==> src/rtl/led_sequencer.sv <==
// led_sequencer: prescaled LED pattern sequencer (rotate, bounce, fill/drain).
// Define LED_SEQUENCER_ACTIVE_LOW_EN to drive ~pattern on led for active-low LEDs.
module led_sequencer #(
  parameter int unsigned WIDTH  = 8,
  parameter int unsigned CNTMAX = 100000000
) (
  input  logic             clk,
  input  logic             rst,
  input  logic             en,
  input  logic [1:0]       mode,
  input  logic [1:0]       speed,
  output logic [WIDTH-1:0] led,
  output logic             step
);

  typedef enum logic [1:0] {
    ROT_L  = 2'b00,
    ROT_R  = 2'b01,
    BOUNCE = 2'b10,
    FILL   = 2'b11
  } mode_e;

  localparam logic [31:0]      TERM = 32'(CNTMAX - 1);
  localparam logic [WIDTH-1:0] ONE  = WIDTH'(1);

  logic [31:0]      presc_q, presc_d;
  logic [2:0]       tick_q, tick_d;
  logic [2:0]       lim;
  logic [WIDTH-1:0] pat_q, pat_d;
  logic [WIDTH-1:0] led_q, led_d;
  logic [WIDTH-1:0] rst_led;
  logic             dir_q, dir_d;
  logic             fill_q, fill_d;
  logic             init_q;
  logic             step_q, step_d;
  mode_e            mode_q, mode_d;
  mode_e            mode_in;
  logic             base_tick;
  logic             adv;
  logic             onehot;

  assign mode_in = mode_e'(mode);

`ifdef LED_SEQUENCER_ACTIVE_LOW_EN
  assign led_d   = ~pat_d;
  assign rst_led = ~ONE;
`else
  assign led_d   = pat_d;
  assign rst_led = ONE;
`endif

  // Next-state: mode change load, prescaler/tick timing and pattern steps.
  always_comb begin
    presc_d   = presc_q;
    tick_d    = tick_q;
    pat_d     = pat_q;
    dir_d     = dir_q;
    fill_d    = fill_q;
    mode_d    = mode_q;
    step_d    = 1'b0;
    lim       = 3'((4'd1 << speed) - 4'd1);
    onehot    = (pat_q != '0) && ((pat_q & (pat_q - ONE)) == '0);
    base_tick = en && (presc_q == TERM);
    adv       = base_tick && (tick_q >= lim);
    if (mode_in != mode_q) begin
      mode_d  = mode_in;
      presc_d = '0;
      tick_d  = '0;
      dir_d   = 1'b1;
      fill_d  = 1'b1;
      pat_d   = (mode_in == FILL) ? '0 : ONE;
    end else begin
      if (en) begin
        presc_d = base_tick ? '0 : presc_q + 32'd1;
        if (base_tick) tick_d = adv ? 3'd0 : tick_q + 3'd1;
        if (adv) begin
          step_d = 1'b1;
          unique case (mode_q)
            ROT_L: pat_d = onehot ?
              {pat_q[WIDTH-2:0], pat_q[WIDTH-1]} : ONE;
            ROT_R: pat_d = onehot ?
              {pat_q[0], pat_q[WIDTH-1:1]} : ONE;
            BOUNCE: begin
              if (!onehot) begin
                pat_d = ONE;
                dir_d = 1'b1;
              end else if (dir_q) begin
                if (pat_q[WIDTH-1]) begin
                  pat_d = pat_q >> 1;
                  dir_d = 1'b0;
                end else begin
                  pat_d = pat_q << 1;
                end
              end else begin
                if (pat_q[0]) begin
                  pat_d = pat_q << 1;
                  dir_d = 1'b1;
                end else begin
                  pat_d = pat_q >> 1;
                end
              end
            end
            FILL: begin
              if (fill_q) begin
                pat_d  = {pat_q[WIDTH-2:0], 1'b1};
                fill_d = ~(&pat_d);
              end else begin
                pat_d  = {pat_q[WIDTH-2:0], 1'b0};
                fill_d = (pat_d == '0);
              end
            end
          endcase
        end
      end
      // First cycle out of reset: reset shows one-hot, fill mode starts empty.
      if (init_q) begin
        pat_d  = (mode_q == FILL) ? '0 : ONE;
        fill_d = 1'b1;
      end
    end
  end

  // State registers with synchronous reset.
  always_ff @(posedge clk) begin
    if (rst) begin
      presc_q <= '0;
      tick_q  <= '0;
      pat_q   <= ONE;
      led_q   <= rst_led;
      dir_q   <= 1'b1;
      fill_q  <= 1'b1;
      mode_q  <= mode_in;
      init_q  <= 1'b1;
      step_q  <= 1'b0;
    end else begin
      presc_q <= presc_d;
      tick_q  <= tick_d;
      pat_q   <= pat_d;
      led_q   <= led_d;
      dir_q   <= dir_d;
      fill_q  <= fill_d;
      mode_q  <= mode_d;
      init_q  <= 1'b0;
      step_q  <= step_d;
    end
  end

  assign led  = led_q;
  assign step = step_q;

endmodule

==> config.mk <==
export PLATFORM = sky130hd
export DESIGN_NAME = led_sequencer
export DESIGN_NICKNAME = d
export VERILOG_FILES = /design/src/rtl/led_sequencer.sv
export SDC_FILE = /design/constraint.sdc
export NUM_CORES = 1
export LEC_CHECK = 0
export ABC_AREA = 1
export ABC_CLOCK_PERIOD_IN_PS = 4200
export BUFFER_PORTS_ARGS = -buffer_cell sky130_fd_sc_hd__buf_2
export CAP_MARGIN = 30
export CELL_PAD_IN_SITES_DETAIL_PLACEMENT = 0
export CELL_PAD_IN_SITES_GLOBAL_PLACEMENT = 1
export CORE_MARGIN = 2
export CORE_UTILIZATION = 47
export CTS_CLUSTER_SIZE = 28
export DETAILED_ROUTE_END_ITERATION = 7
export GPL_ROUTABILITY_DRIVEN = 0
export GPL_TIMING_DRIVEN = 0
export PLACE_DENSITY = 0.9
export SKIP_LAST_GASP = 1
export SLEW_MARGIN = 0
export SYNTH_ARGS = -nofsm -noshare
export SYNTH_HDL_FRONTEND = slang
export SYNTH_SLANG_ARGS = --single-unit
==> constraint.sdc <==
create_clock -name clk -period 4.2 [get_ports clk]
set_clock_uncertainty 0.1 [all_clocks]
set_input_delay 0.63 -clock clk [delete_from_list [all_inputs] [get_ports clk]]
set_output_delay 0.63 -clock clk [all_outputs]
set_load 0.01 [all_outputs]
==> flow_summary_export.csv, run 1 <==
group,metric,value,unit
die,coreArea,6720,sq um
timing,hold_viol_final,0,
placed_design,dp_cells,603,
synth,synth-seq-area-share,0.309,
synth,yosys.area_share.simple,0.423,
clock_tree,cts_tree,"yes",
worst_hold_path,hold_class,"in2reg",
routing,drc,0,
critical_path,cp-start-kind,"input pin",
synth,syn_nets,520,
finish,syn2layout_area_growth,8.69,%
clock_tree,cts_resized,0,
pwr,power_density,262,nW/um^2
routing,wl,8320,um
global_routing,grt_pass1_vias,3255,
placed_design,place_area,3410,sq um
timing,fin_hold_ws,0.329,ns
clock_tree,cts.sinks,49,
routing,firstDrtPassIters,4,
global_routing,grt_usage,0.241,
worst_hold_path,hold_start,"rst",
finish,final_cell_area,3520,sq um
global_routing,grt_pass1_wl,14500,um
pwr,irDropWorstVdd,0.175,mV
synth,async_flop_share,0,
timing,min_period_over_period,0.525,
synth,yosys_warnings,0,
global_routing,grt_start_max_net_pins,15,
finish,fin_util,0.524,
finish,final_cell_mix,"120 x nand2_1, 68 x inv_1, 68 x nor2_1",
critical_path,worstPathArrival,2.35,ns
critical_path,r2r-end,"presc_q[14]",
global_routing,grt_antenna_before_repair,0,
critical_path,critPathMaxStageDelay,0.29,ns
routing,initialDrtViolationCount,111,
critical_path,critical_path_required,4.34,ns
timing,max_slew_margin,0.565,
worst_hold_path,worstHoldEndpoint,"init_q",
finish,fin_nets,542,
synth,avgSynthCellArea,6.38,sq um
routing,vias,3309,
synth,synth_top_family_by_area,"simple AND/OR/NAND/NOR gates",
placed_design,hpwl,6460,um
timing,setup_slack,1.99,ns
die,io_pins,16,
die,start_util,0.482,
finish,final_common_cell,"nand2_1",
finish,num_antenna_cells,0,
clock_tree,htree_levels,2,
die,dieArea,7570,sq um
synth,netlist_instances,508,
synth,synth_edf_count,2,
global_routing,overflow,0,
critical_path,cpMaxStageDelayCell,"or2_2",
synth,syn-cell-area,3240,sq um
timing,fin_crit,2.21,ns
worst_hold_path,min_path_cells,1,
synth,yosys-mux-area-fraction,0,
critical_path,criticalPathCategory,"in2reg",
critical_path,crit_chain,"buf_2 > or2_2 > ha_1 > o21ai_0 > nand2_1 > nand2_1 > nand2_1 > nand3_1 > buf_2 > nand3_1 > a21oi_1",
timing,rsz0062_at_grt,"no",
clock_tree,cts-buffers-inserted,5,
die,die_y,87.0,um
synth,ys.flop_type,"dfxtp_1",
clock_tree,hold_buffers,0,
critical_path,r2r_start,"mode_q[1]",
clock_tree,cts_root_buffer,"clkbuf_8",
pwr,power,923,uW
routing,drtAntennaViolNets,0,
synth,synth_compound_area_frac,0.118,
clock_tree,clk_pin_slew,0.09,ns
synth,synth_xor_area_frac,0.0212,
clock_tree,clock_path_buffers,2,
critical_path,regToRegSetupSlack,2.17,ns
die,fp-row-count,30,
routing,post_drt_wl_per_cell,13.6,um
critical_path,cp_common_cell,"nand2_1",
timing,slew_violations,0,
timing,final-setup-viol-count,0,
critical_path,rr_worst_depth,8,
pwr,p_leak,1.45,nW
finish,instances_no_fill,611,
critical_path,crit_fanout,10,
routing,via_per_inst,5.42,
clock_tree,post-cts-setup-buffers,0,
timing,worstMarginPinSlew,0.652,ns
die,die_width,87.0,um
critical_path,crit_path_end_kind,"flop",
synth,synth-seq-cells,49,
clock_tree,clk_latency,0.31,ns
synth,ys_types,43,
finish,drive_above_1_share,0.111,
placed_design,preCtsSetupSlack,1.66,ns
run,max-cap-violations,0,
placed_design,port-buffer-count,15,
timing,fmax,0.453,GHz
outcome,status,"completed",
synth,synth_fa_ha_area_frac,0.0193,
timing,finalSetupTns,0,ns
## cells in the mapped netlist, types with 3 or more instances
master	number	area [sq um]
nand4_1	16	100
a21oi_1	33	165
nand3_1	46	230
nor4_1	3	18.8
nand2_1	120	450
xor2_1	4	35.0
ha_1	5	62.6
nor2_4	6	67.6
buf_2	4	20.0
nor2_2	4	25.0
nand2_2	6	37.5
nand3b_1	3	22.5
buf_4	3	22.5
nor2_1	68	255
o21ai_0	18	90.1
dfxtp_1	47	941
inv_1	68	255
nor3_1	15	75.1
inv_2	4	15.0
buf_6	3	33.8
## state kept, by name, summed over array words and instances (netlist names)
name / count
mode_q: 2
presc_q: 32
init_q: 1
fill_q: 1
dir_q: 1
step: 1
tick_q: 3
led: 8
## area by class of cell
class | instances | area (sq um)
Buffer | 12 | 83.8
Clock buffer | 6 | 72.6
Clock inverter | 2 | 33.8
Fill cell | 711 | 3200
Inverter | 72 | 270
Multi-Input combinational cell | 375 | 1880
Sequential cell | 49 | 1000
Tap cell | 80 | 100
Timing Repair Buffer | 15 | 75.1
## where the power goes
group	switching [mW]	internal, mW
logic	0.0751	0.0382
registers	0.00471	0.472
clock network	0.157	0.176
## routing by layer
| metal | GRT usage | wire [um] |
|---|---|---|
| met5 | 0 | 0 |
| met4 | 0.0866 | 249 |
| met3 | 0.0351 | 292 |
| met2 | 0.442 | 4190 |
| met1 | 0.282 | 3590 |
## how the worst max path moves through the flow
stage | slack [ns] | endpoint | from | cells past startpoint
2_1_floorplan | 2.01 | led[1] | speed[0] | 10
3_3_place_gp | 1.69 | led[4] | speed[0] | 11
3_5_place_dp | 1.66 | led[3] | speed[0] | 11
4_1_cts | 1.98 | led[3] | speed[0] | 11
5_1_grt | 1.82 | led[6] | speed[0] | 11
6_report | 1.99 | led[3] | speed[0] | 11
## cell families after synthesis
kind of cell,Yosys count
compound gates,67
xor+xnor,7
fa+ha+maj,5
buf+inv,84
flops,49
simple gates,296
## critical path: cells and delay by family
family                     cells  cell delay [ns]
and+or+nand+nor                6             0.79
buffers and inverters          2             0.35
adders and majority gates      1             0.26
AOI/OAI and AO/OA              2             0.31
(Power assumes the default switching activity.)
==> inputs of run 2 (changes only) <==
Settings changed: ABC_AREA 1 to 0, ABC_CLOCK_PERIOD_IN_PS 4200 to 2300, CORE_UTILIZATION 47 to 46, PLACE_DENSITY 0.9 to 0.84.
Clock period 4.2 ns to 2.3 ns, I/O delays scaled along.
==> run 2 against run 1 <==
Against the previous run:
- via count down 27%
- non-clock buffer count up 6
- critical path type is now reg2reg
- flip-flop and latch count unchanged
- clock-buffer cell count unchanged
- critical path depth down 3
- power up 76%
==> flow_summary_export.csv, run 2 <==
group,metric,value,unit
outcome,status,"completed",
synth,synth_edf_count,2,
critical_path,crit_path_end_kind,"flop",
synth,post-synth-top-count-cell,"nor2_1",
global_routing,grt_antenna_before_repair,0,
pwr,p_leak,1.10,nW
timing,worstMarginPinSlew,0.679,ns
placed_design,dp_cells,422,
routing,via_per_inst,5.59,
clock_tree,hold_buffers,0,
run,max-cap-violations,0,
routing,vias,2411,
die,fp-row-count,28,
routing,drtAntennaViolNets,0,
global_routing,overflow,0,
timing,fmax,0.445,GHz
timing,final-setup-viol-count,0,
finish,num_antenna_cells,0,
critical_path,criticalPathCategory,"reg2reg",
synth,async_flop_share,0,
timing,hold_viol_final,0,
global_routing,grt_pass1_vias,2147,
pwr,power,1.63,mW
placed_design,port-buffer-count,15,
critical_path,cp-start-kind,"flop",
timing,fin_crit,2.25,ns
die,coreArea,5820,sq um
placed_design,hpwl,4230,um
synth,avgSynthCellArea,8.21,sq um
synth,yosysTopAreaCellShare,0.345,
synth,ys_types,58,
routing,post_drt_wl_per_cell,14.3,um
synth,synth-seq-area-share,0.367,
die,die_y,81.0,um
synth,synth_area_leader_cell,"dfxtp_1",
routing,wl,6160,um
global_routing,grt_start_max_net_pins,16,
finish,syn2layout_area_growth,15.5,%
finish,instances_no_fill,431,
timing,slew_violations,0,
critical_path,critical_path_required,2.41,ns
clock_tree,htree_levels,2,
synth,ys.flop_type,"dfxtp_1",
timing,max_slew_margin,0.546,
global_routing,grt_usage,0.197,
clock_tree,cts_root_buffer,"clkbuf_8",
global_routing,grt_pass1_wl,10200,um
finish,fillers,581,
synth,netlist_top_cells_count,"51 x nor2_1, 47 x dfxtp_1, 28 x xor2_1",
synth,synth_area_leaders,"dfxtp_1 35%, xor2_1 9.0%, nor2_1 7.0%, nand3_1 4.4%, nand2_1 3.6%",
clock_tree,clock_path_buffers,2,
routing,firstDrtPassIters,4,
pwr,irDropWorstVdd,0.391,mV
finish,top_register,"presc_q",
timing,rsz0062_at_grt,"yes",
finish,largest_register_ff_count,32,
clock_tree,clk_latency,0.31,ns
clock_tree,cts.sinks,49,
synth,yosys_warnings,0,
routing,initialDrtViolationCount,168,
routing,drc,0,
timing,setup_slack,0.0513,ns
synth,syn_nets,344,
die,die_width,81.0,um
pwr,power_density,517,nW/um^2
clock_tree,cts_tree,"yes",
finish,final_common_cell,"nor2_1",
worst_hold_path,hold_class,"in2reg",
clock_tree,clk_pin_slew,0.09,ns
finish,drive_above_1_share,0.177,
synth,synth-seq-cells,49,
die,start_util,0.469,
die,io_pins,16,
finish,fin_nets,367,
timing,min_period_over_period,0.978,
critical_path,crit_fanout,8,
finish,final_cell_mix,"51 x nor2_1, 41 x dfxtp_1, 28 x xor2_1",
placed_design,preCtsSetupSlack,-0.204,ns
synth,netlist_instances,332,
synth,syn-cell-area,2730,sq um
critical_path,worstPathArrival,2.35,ns
clock_tree,cts-buffers-inserted,5,
die,dieArea,6560,sq um
[run 2: changes by cell type in the layout (fill, tap and decap cells not counted), moves of 10 or more]
| cell | previous run | this run |
|---|---|---|
| inv_1 | 68 | 8 |
| a21oi_1 | 33 | 15 |
| nand3_1 | 46 | 23 |
| nor2_1 | 68 | 51 |
| nor3_1 | 15 | 5 |
| o21ai_0 | 18 | 8 |
| xor2_1 | 4 | 28 |
| nand2_1 | 120 | 26 |
[run 2: logic make-up (layout without fill, tap and decap cells)]
family,count (synthesis),after routing,synth area share
buffers and inverters,25,49,0.0427
xor gates and xnor gates,34,34,0.109
muxes,3,3,0.0115
and+or+nand+nor,165,165,0.326
DFF,49,49,0.367
adders and majority gates,5,5,0.0230
AOI/OAI and AO/OA,51,51,0.120
[run 2: area by class of cell]
cell class,count,area (sq um),share of cell area
buffer,14,75.1,0.0239
clock buffer,6,72.6,0.0231
clock inverter,2,35.0,0.0111
inverter,8,30.0,0.00954
multi-input combinational,258,1730,0.549
sequential,49,1010,0.320
tap,75,93.8,0.0298
timing repair buffer,19,105,0.0334
[run 2: path summary, 6_finish.rpt]
check	start	end	slack [ns]	depth (start not counted)
worst min-delay path	rst	init_q	0.06	1
worst min register to register	tick_q[2]	tick_q[2]	0.38	2
worst max register to register	presc_q[0]	dir_q	0.05	8
worst max-delay path	presc_q[0]	dir_q	0.05	8
[run 2: metrics by stage]
| stage | cell area (sq um) | utilization | setup TNS, ns | hold slack, ns |
|---|---|---|---|---|
| 2_1_floorplan | 2730 | - | 0 | 0.273 |
| 3_3_place_gp | 2890 | 0.498 | -4.94 | 0.359 |
| 3_5_place_dp | 2890 | 0.498 | -5.31 | 0.369 |
| 4_1_cts | 3090 | 0.531 | -0.0828 | 0.0559 |
| 5_1_grt | 3150 | 0.541 | -0.162 | 0.0585 |
| 6_report | 3150 | 0.541 | 0 | 0.0599 |
[run 2: timing repair]
item | CTS | global route
resized for setup | 15 | 18
setup endpoints to repair | 40 | 39
hold endpoints to repair | 0 | 0
pin swaps | 0 | 2
setup buffers | 3 | 1
[run 2: layer usage]
metal	GRT usage	wire length, um	vias up
li1	-	-	1229
met1	0.262	2960	1135
met2	0.317	2920	41
met3	0.0378	210	6
met4	0.0695	72	0
met5	0	0	-
[run 2: where the power goes]
group | internal (mW) | total [mW] | leakage [nW] | switching, mW
Combinational | 0.0489 | 0.146 | 0.638 | 0.0970
Sequential | 0.861 | 0.866 | 0.403 | 0.00569
Clock | 0.323 | 0.613 | 0.0552 | 0.290
Total | 1.23 | 1.63 | 1.10 | 0.393
[run 2: worst max-delay path: stages (launching register included)]
cell      delay (ns)
dfxtp_2         0.36
ha_4            0.14
and3_4          0.20
nand3_4         0.08
or4_4           0.52
buf_6           0.15
nand2b_4        0.21
nor4_4          0.29
o21bai_1        0.08
==> inputs of run 3 (changes only) <==
Settings changed: CORE_UTILIZATION 46 to 40, PLACE_DENSITY 0.84 to 0.76.
==> run 3 against run 2 <==
Against the previous run:
- worst hold slack better by 0.0078 ns
- largest cell class unchanged
- highest routed layer unchanged
- cell count up 1.2%
- critical path type unchanged
- combinational power hardly changed
- fmax increased by 2.0%
- critical endpoint is now led[6]
- largest power group unchanged
- register-to-register slack improved by 0.04 ns
- clock power fell by 2%
- critical path depth fell by 2
==> flow_summary_export.csv, run 3 (synthesized netlist as in run 2, its figures left out) <==
group,metric,value,unit
outcome,status,"completed",
placed_design,hpwl,4420,um
die,dieArea,7490,sq um
clock_tree,cts-buffers-inserted,5,
timing,max_slew_margin,0.584,
routing,via_per_inst,5.61,
global_routing,grt_antenna_before_repair,0,
clock_tree,clk_latency,0.30,ns
finish,fillers,684,
clock_tree,htree_levels,2,
pwr,irDropWorstVdd,0.248,mV
routing,drt-met1-wl,2780,um
finish,fin_nets,367,
critical_path,rr_worst_depth,6,
finish,drive_above_1_share,0.197,
global_routing,overflow,0,
timing,setup_slack,0.0946,ns
routing,firstDrtPassIters,4,
routing,vias,2446,
critical_path,criticalPathCategory,"reg2reg",
routing,wl,6310,um
die,coreArea,6680,sq um
routing,initialDrtViolationCount,114,
timing,worstMarginPinSlew,0.621,ns
clock_tree,cts.sinks,49,
die,die_width,86.5,um
finish,num_antenna_cells,0,
critical_path,cp-start-kind,"flop",
run,max-cap-violations,0,
finish,final_common_cell,"nor2_1",
timing,hold_viol_final,0,
worst_hold_path,hold_class,"in2reg",
routing,wl_met3,273,um
timing,final-setup-viol-count,0,
placed_design,preCtsSetupSlack,-0.152,ns
clock_tree,clock_path_buffers,2,
clock_tree,clk_pin_slew,0.09,ns
global_routing,grt_start_max_net_pins,16,
routing,highest_layer,"met4",
critical_path,crit_path_end_kind,"flop",
critical_path,worstPathArrival,2.29,ns
worst_hold_path,min_path_cells,1,
timing,fin_crit,2.21,ns
pwr,p_leak,1.10,nW
finish,top_register,"presc_q",
clock_tree,cts_root_buffer,"clkbuf_8",
die,io_pins,16,
finish,largest_register_ff_count,32,
finish,syn2layout_area_growth,16.3,%
routing,drtAntennaViolNets,0,
finish,final_cell_mix,"50 x nor2_1, 39 x dfxtp_1, 28 x xor2_1",
global_routing,grt_pass1_wl,10800,um
timing,slew_violations,0,
placed_design,port-buffer-count,15,
critical_path,crit_fanout,9,
routing,drc,0,
die,fp-row-count,30,
clock_tree,cts_tree,"yes",
global_routing,grt_pass1_vias,2400,
timing,min_period_over_period,0.959,
routing,post_drt_wl_per_cell,14.5,um
routing,routed-wl-met2,3140,um
timing,fmax,0.453,GHz
die,die_y,86.5,um
pwr,power_density,510,nW/um^2
critical_path,critical_path_required,2.38,ns
clock_tree,hold_buffers,0,
timing,finalSetupTns,0,ns
global_routing,grt_usage,0.179,
timing,fin_hold_ws,0.0677,ns
die,start_util,0.408,
## run 3: timing repair
item                                    in CTS  in global routing
endpoints found under the setup margin      40                 39
cloned                                       0                  0
pin swaps                                    0                  6
resized for setup                           11                 27
buffers inserted                             2                  4
## run 3: worst max-delay path, cell delays in order, from the launching register on
cell	delay (ns)
dfxtp_1	0.57
nor3_1	0.12
or4_1	0.57
nand3_2	0.18
and2_1	0.26
o221a_2	0.23
a211oi_1	0.06
## run 3: layer usage
layer / GRT usage / vias to the layer above
met2: 0.308 / 65
met5: 0 / -
met3: 0.0314 / 12
met4: 0.0696 / 0
li1: - / 1226
met1: 0.222 / 1143
## run 3: stage by stage
stage	cells	area (sq um)	utilization	total power [mW]
finish	436	3170	0.475	1.62
global route	436	3170	0.475	1.69
CTS	434	3060	0.458	1.64
detailed placement	427	2900	0.434	1.02
global placement	427	2900	0.434	1.03
floorplan	332	2730	-	0.982
## run 3: final timing paths
check                 start   endpoint  slack [ns]
setup / recovery     led[4]     led[6]        0.09
hold / removal          rst     init_q        0.07
setup reg to reg     led[4]     led[6]        0.09
hold reg to reg   tick_q[2]  tick_q[2]        0.39
## run 3: power by group
part | internal [mW] | switching, mW
Clock | 0.310 | 0.293
Sequential | 0.859 | 0.00559
Combinational | 0.0481 | 0.0995
## run 3: layout make-up
| cell class | instances | area [sq um] | share of cell area |
|---|---|---|---|
| multi-input cells | 258 | 1730 | 0.547 |
| clock buffers | 7 | 108 | 0.0339 |
| flip-flops and latches | 49 | 1010 | 0.320 |
| clock inverters | 1 | 7.51 | 0.00237 |
| inverters | 8 | 30.0 | 0.00947 |
| well taps | 80 | 100 | 0.0316 |
| repair buffers | 21 | 120 | 0.0379 |
| plain buffers | 12 | 58.8 | 0.0185 |
